<file path="src/rtl/fifo_dma_req_bridge.sv">
// Two-channel bridge: FIFO rx/tx DMA request levels -> HPS f2h_dma_req0/1 4-phase handshake, with post-ack holdoff.
// Optional per-channel handshake counters are built when FIFO_DMA_REQ_BRIDGE_STATS_EN is defined.
module fifo_dma_req_bridge #(
   parameter int unsigned HOLDOFF_CYCLES = 4,
   parameter int unsigned CNT_W          = 16
) (
   input  logic             clk_clk,
   input  logic             reset_reset_n,
   input  logic             rx_pri_single,
   input  logic             rx_pri_burst,
   output logic             rx_pri_ack,
   input  logic             tx_pri_single,
   input  logic             tx_pri_burst,
   output logic             tx_pri_ack,
   output logic             f2h_dma_req0_dma_req,
   output logic             f2h_dma_req0_dma_single,
   input  logic             f2h_dma_req0_dma_ack,
   output logic             f2h_dma_req1_dma_req,
   output logic             f2h_dma_req1_dma_single,
   input  logic             f2h_dma_req1_dma_ack
`ifdef FIFO_DMA_REQ_BRIDGE_STATS_EN
   ,
   output logic [CNT_W-1:0] rx_xfer_cnt,
   output logic [CNT_W-1:0] tx_xfer_cnt
`endif
);

   typedef enum logic [1:0] {
      ST_IDLE,
      ST_REQ,
      ST_WAIT_ACK_LOW,
      ST_HOLDOFF
   } state_t;

   typedef enum logic {
      REQ_SINGLE,
      REQ_BURST
   } req_type_t;

   // Counter is loaded with HOLDOFF_CYCLES-1 so the HOLDOFF state lasts exactly HOLDOFF_CYCLES cycles.
   localparam logic [7:0] HOLD_LOAD = (HOLDOFF_CYCLES == 0) ? 8'd0 : 8'(HOLDOFF_CYCLES - 1);

   logic [1:0] pri_single;
   logic [1:0] pri_burst;
   logic [1:0] dma_ack;

   assign pri_single = {tx_pri_single, rx_pri_single};
   assign pri_burst  = {tx_pri_burst,  rx_pri_burst};
   assign dma_ack    = {f2h_dma_req1_dma_ack, f2h_dma_req0_dma_ack};

   for (genvar ch = 0; ch < 2; ch++) begin : g_ch
      state_t    state, state_nxt;
      req_type_t req_type, req_type_nxt;
      logic [7:0] hold_cnt, hold_cnt_nxt;
      logic      pri_ack_nxt;
      logic      dma_req_q, dma_single_q, pri_ack_q;

      always_comb begin
         // NOTE: every signal written here gets a default first, so no path can infer a latch.
         state_nxt    = state;
         req_type_nxt = req_type;
         hold_cnt_nxt = hold_cnt;
         pri_ack_nxt  = 1'b0;
         unique case (state)
            ST_IDLE: begin
               if (pri_burst[ch]) begin
                  state_nxt    = ST_REQ;
                  req_type_nxt = REQ_BURST;
               end else if (pri_single[ch]) begin
                  state_nxt    = ST_REQ;
                  req_type_nxt = REQ_SINGLE;
               end
            end
            ST_REQ: begin
               if (dma_ack[ch]) begin
                  state_nxt   = ST_WAIT_ACK_LOW;
                  pri_ack_nxt = 1'b1;
               end
            end
            ST_WAIT_ACK_LOW: begin
               if (!dma_ack[ch]) begin
                  if (HOLDOFF_CYCLES == 0) begin
                     state_nxt = ST_IDLE;
                  end else begin
                     state_nxt    = ST_HOLDOFF;
                     hold_cnt_nxt = HOLD_LOAD;
                  end
               end
            end
            ST_HOLDOFF: begin
               if (hold_cnt == 8'd0) begin
                  state_nxt = ST_IDLE;
               end else begin
                  hold_cnt_nxt = hold_cnt - 8'd1;
               end
            end
            default: state_nxt = ST_IDLE;
         endcase
      end

      // Outputs are registered from the next state so they align with the state they describe.
      always_ff @(posedge clk_clk) begin
         // NOTE: reset is sampled on the clock edge only; an asynchronous term here would change the timing contract.
         if (!reset_reset_n) begin
            state        <= ST_IDLE;
            req_type     <= REQ_SINGLE;
            hold_cnt     <= 8'd0;
            dma_req_q    <= 1'b0;
            dma_single_q <= 1'b0;
            pri_ack_q    <= 1'b0;
         end else begin
            // NOTE: sequential state uses non-blocking assignment so every register sees pre-edge values.
            state        <= state_nxt;
            req_type     <= req_type_nxt;
            hold_cnt     <= hold_cnt_nxt;
            dma_req_q    <= (state_nxt == ST_REQ) && (req_type_nxt == REQ_BURST);
            dma_single_q <= (state_nxt == ST_REQ) && (req_type_nxt == REQ_SINGLE);
            pri_ack_q    <= pri_ack_nxt;
         end
      end

`ifdef FIFO_DMA_REQ_BRIDGE_STATS_EN
      logic [CNT_W-1:0] xfer_cnt;

      always_ff @(posedge clk_clk) begin
         if (!reset_reset_n) begin
            xfer_cnt <= '0;
         end else if (pri_ack_nxt && (xfer_cnt != {CNT_W{1'b1}})) begin
            xfer_cnt <= xfer_cnt + 1'b1;
         end
      end
`endif
   end : g_ch

   assign rx_pri_ack              = g_ch[0].pri_ack_q;
   assign tx_pri_ack              = g_ch[1].pri_ack_q;
   assign f2h_dma_req0_dma_req    = g_ch[0].dma_req_q;
   assign f2h_dma_req0_dma_single = g_ch[0].dma_single_q;
   assign f2h_dma_req1_dma_req    = g_ch[1].dma_req_q;
   assign f2h_dma_req1_dma_single = g_ch[1].dma_single_q;

`ifdef FIFO_DMA_REQ_BRIDGE_STATS_EN
   assign rx_xfer_cnt = g_ch[0].xfer_cnt;
   assign tx_xfer_cnt = g_ch[1].xfer_cnt;
`else
   localparam int unsigned unused_cnt_w = CNT_W;
`endif

endmodule
</file>
<file path="config.mk">
export PLATFORM = sky130hd
export DESIGN_NAME = fifo_dma_req_bridge
export DESIGN_NICKNAME = d
export VERILOG_FILES = /design/src/rtl/fifo_dma_req_bridge.sv
export SDC_FILE = /design/constraint.sdc
export NUM_CORES = 1
export LEC_CHECK = 0
export ABC_AREA = 1
export CORE_MARGIN = 8
export CORE_UTILIZATION = 35
export DETAILED_ROUTE_END_ITERATION = 7
export SYNTH_ARGS = -nofsm -noshare
export SYNTH_HDL_FRONTEND = slang
export SYNTH_SLANG_ARGS = --single-unit
</file>
<file path="constraint.sdc">
create_clock -name clk_clk -period 1.9 [get_ports clk_clk]
set_input_delay 0.475 -clock clk_clk [delete_from_list [all_inputs] [get_ports clk_clk]]
set_output_delay 0.475 -clock clk_clk [all_outputs]
set_load 0.02 [all_outputs]
</file>
==> results.sh <==
export IMPL_cts_inserted_buffers=3
export IMPL_dr_first_iter_drc_count=94
export IMPL_worst_path_max_fanout=1
export IMPL_route_met3_wl_um=170
export IMPL_highest_signal_layer="met4"
export IMPL_yosys_register_bits=28
export IMPL_placed_area_um2=1670
export IMPL_yosysUniqueCellTypes=21
export IMPL_coreArea_um2=4030
export IMPL_rows=23
export IMPL_ys_warn_count=0
export IMPL_p_per_area_nw_per_um2=751
export IMPL_grt_start_max_net_pins=17
export IMPL_synthAdderAreaFrac_pct=1.71
export IMPL_wl_met2_mm=1.20
export IMPL_arrival_ns=1.21
export IMPL_fin_crit_ns=1.68
export IMPL_overflow=0
export IMPL_portBuffers=13
export IMPL_switching_share_pct=29.1
export IMPL_p_int_mw=0.918
export IMPL_cts_path_max_buffers=2
export IMPL_start_util_pct=36.4
export IMPL_synth_top_cell_area_share_pct=38.2
export IMPL_syn_avg_cell_area_um2=6.58
export IMPL_num_vias=1320
export IMPL_cts_sinks=28
export IMPL_syn_inst=223
export IMPL_synth_edf_count=0
export IMPL_post_place_ws_ns=0.181
export IMPL_cts_hold_buf=0
export IMPL_viasPerCell=4.54
export IMPL_slew_violations=0
export IMPL_start_kind="register"
export IMPL_routed_wl_mm=2.92
export IMPL_cts_root_buf="clkbuf_8"
export IMPL_die_y_um=80.7
export IMPL_crit_family="buffers and inverters"
export IMPL_synth_main_ff_cell="dfxtp_1"
export IMPL_synth_nets=233
export IMPL_crit_chain="clkdlybuf4s50_1"
export IMPL_clkTransAtPathRegs_ns=0.10
export IMPL_synthMuxAreaShare_pct=0
export IMPL_cts_setup_buffers=0
export IMPL_outcome="complete, no violations"
export IMPL_synth_simple_gate_area_share_pct=42.3
export IMPL_fin_setup_tns_ns=0
export IMPL_yosys_area_top_type="dfxtp_1"
export IMPL_ys_seq_area_share_pct=38.2
export IMPL_cts_tree="done"
export IMPL_seqPwrFrac_pct=49.9
export IMPL_grt_total_usage_pct=9.64
export IMPL_grt_pass1_vias=1176
export IMPL_setup_viol=0
export IMPL_pwr_share_comb_pct=21.1
export IMPL_final_nets=252
export IMPL_yosys_top_cells_area="dfxtp_1, nand2_1, nor2_1"
export IMPL_p_leak_nw=0.814
export IMPL_crit_path_end_kind="output port"
export IMPL_yosysMostFrequentCell="nand2_1"
export IMPL_cp_slowest_cell="clkdlybuf4s50_1"
export IMPL_die_area_um2=6520
export IMPL_worst_skew_pair_late_latency_ns=0.27
export IMPL_synth_top_family_by_area="simple AND/OR/NAND/NOR gates"
export IMPL_area_growth_pct=17.7
export IMPL_synth_common_cells="nand2_1, nor2_1, dfxtp_1, inv_1, nand3_1"
export IMPL_fin_area_um2=1730
export IMPL_grt_pass1_wl_mm=5.18
export IMPL_drive_gt1_share_pct=9.13
export IMPL_routabilityCongestion=0.808
export IMPL_finalClockSkew_ns=0.00192
export IMPL_p_sw_mw=0.377
export IMPL_worst_pin_slew_ns=0.288
export IMPL_syn_area_um2=1470
export IMPL_post_cts_resize_count=0
export IMPL_vdd_drop_max_v=0.000384
export IMPL_hold_class="register to register"
export IMPL_power_frac_clock_pct=29.0
export IMPL_dp_hpwl_mm=2.19
export IMPL_ios=14
export IMPL_drc=0
export IMPL_wire_per_inst_um=10.0
export IMPL_maxSlewHeadroom_pct=80.6
export IMPL_report_power_total_mw=1.30
export IMPL_antenna_found_initial=0
export IMPL_setup_ws_ns=0.220
export IMPL_grt_setup_unrepaired="false"
export IMPL_antenna_cells=0
export IMPL_dr_pass1_iters=4
export IMPL_met1Wirelength_mm=1.51
export IMPL_hold_viol=0
export IMPL_cp_required_ns=1.42
export IMPL_fmax_mhz=595
export IMPL_cp_slowest_stage_delay_ns=0.60
export IMPL_period_share_pct=88.4
export IMPL_synthXorXnorAreaFrac_pct=1.19
export IMPL_synth_compound_area_share_pct=8.87
export IMPL_crit_type="register to output port"
export IMPL_async_flop_share_pct=0
export IMPL_htreeDepth=1
export IMPL_critical_path_buf_inv_count=1
export IMPL_detail_route_antenna_nets=0
export IMPL_cap_violations=0
export IMPL_dieWidth_um=80.7
-- cell families (layout without fill, tap and decap cells) --
| kind of cell | after synthesis | after routing |
|---|---|---|
| AO/OA/AOI/OAI | 18 | 18 |
| flip-flops | 28 | 28 |
| adder cells (fa/ha/maj) | 2 | 2 |
| buffers and inverters | 30 | 48 |
| XOR/XNOR | 2 | 2 |
| AND/OR/NAND/NOR | 143 | 143 |
-- placed cells by master, fill, tap and decap left out, types with 3 or more instances in the layout --
cell / count
nand2_2: 3
clkdlybuf4s50_1: 13
nand2_4: 3
dfxtp_1: 28
a21oi_1: 8
nor2_2: 3
nor3_1: 4
inv_1: 28
clkbuf_8: 4
nand3_1: 21
nand2_1: 59
nor2_1: 47
-- path summary, 6_finish.rpt --
path / startpoint / endpoint / slack (ns) / cells after the start
max: rx_pri_ack / rx_pri_ack / 0.22 / 1
min reg2reg: g_ch[1].hold_cnt[1] / g_ch[1].hold_cnt[1] / 0.48 / 2
max reg2reg: g_ch[1].hold_cnt[0] / f2h_dma_req1_dma_single / 0.43 / 8
min: g_ch[1].hold_cnt[1] / g_ch[1].hold_cnt[1] / 0.48 / 2
-- state kept, by name, indices dropped and copies added, names as in the netlist --
| signal | count |
|---|---|
| g_ch.state | 4 |
| f2h_dma_req1_dma_req | 1 |
| g_ch.hold_cnt | 16 |
| f2h_dma_req1_dma_single | 1 |
| f2h_dma_req0_dma_single | 1 |
| f2h_dma_req0_dma_req | 1 |
| g_ch.req_type | 2 |
| rx_pri_ack | 1 |
| tx_pri_ack | 1 |
-- power groups by stage --
stage	combinational [mW]	sequential (mW)	clock, mW
final	0.273	0.647	0.375
after floorplan	0.181	0.672	0
after CTS	0.277	0.647	0.387
after global routing	0.311	0.653	0.408
after detailed placement	0.276	0.661	0
after global placement	0.277	0.661	0
-- stage by stage --
step | hold WS [ns] | std cells | util (%)
after floorplan | 0.445 | 223 | -
after global placement | 0.464 | 287 | 41.5
final | 0.477 | 291 | 42.8
after global routing | 0.502 | 291 | 42.8
after detailed placement | 0.465 | 287 | 41.5
after CTS | 0.480 | 291 | 42.8
-- final cells by class --
class	instances	area, um^2
clock buffers	4	55.1
fillers	442	2300
inverters	29	109
multi-input cells	165	793
flip-flops and latches	28	561
well taps	50	62.6
repair buffers	15	145
-- per-layer routing --
metal	GRT usage, %	vias up
met5	0	-
met4	3.75	0
met3	2.87	5
met2	13.6	20
met1	13.4	566
li1	-	729
Note: power is estimated with default switching activity, not from simulation.
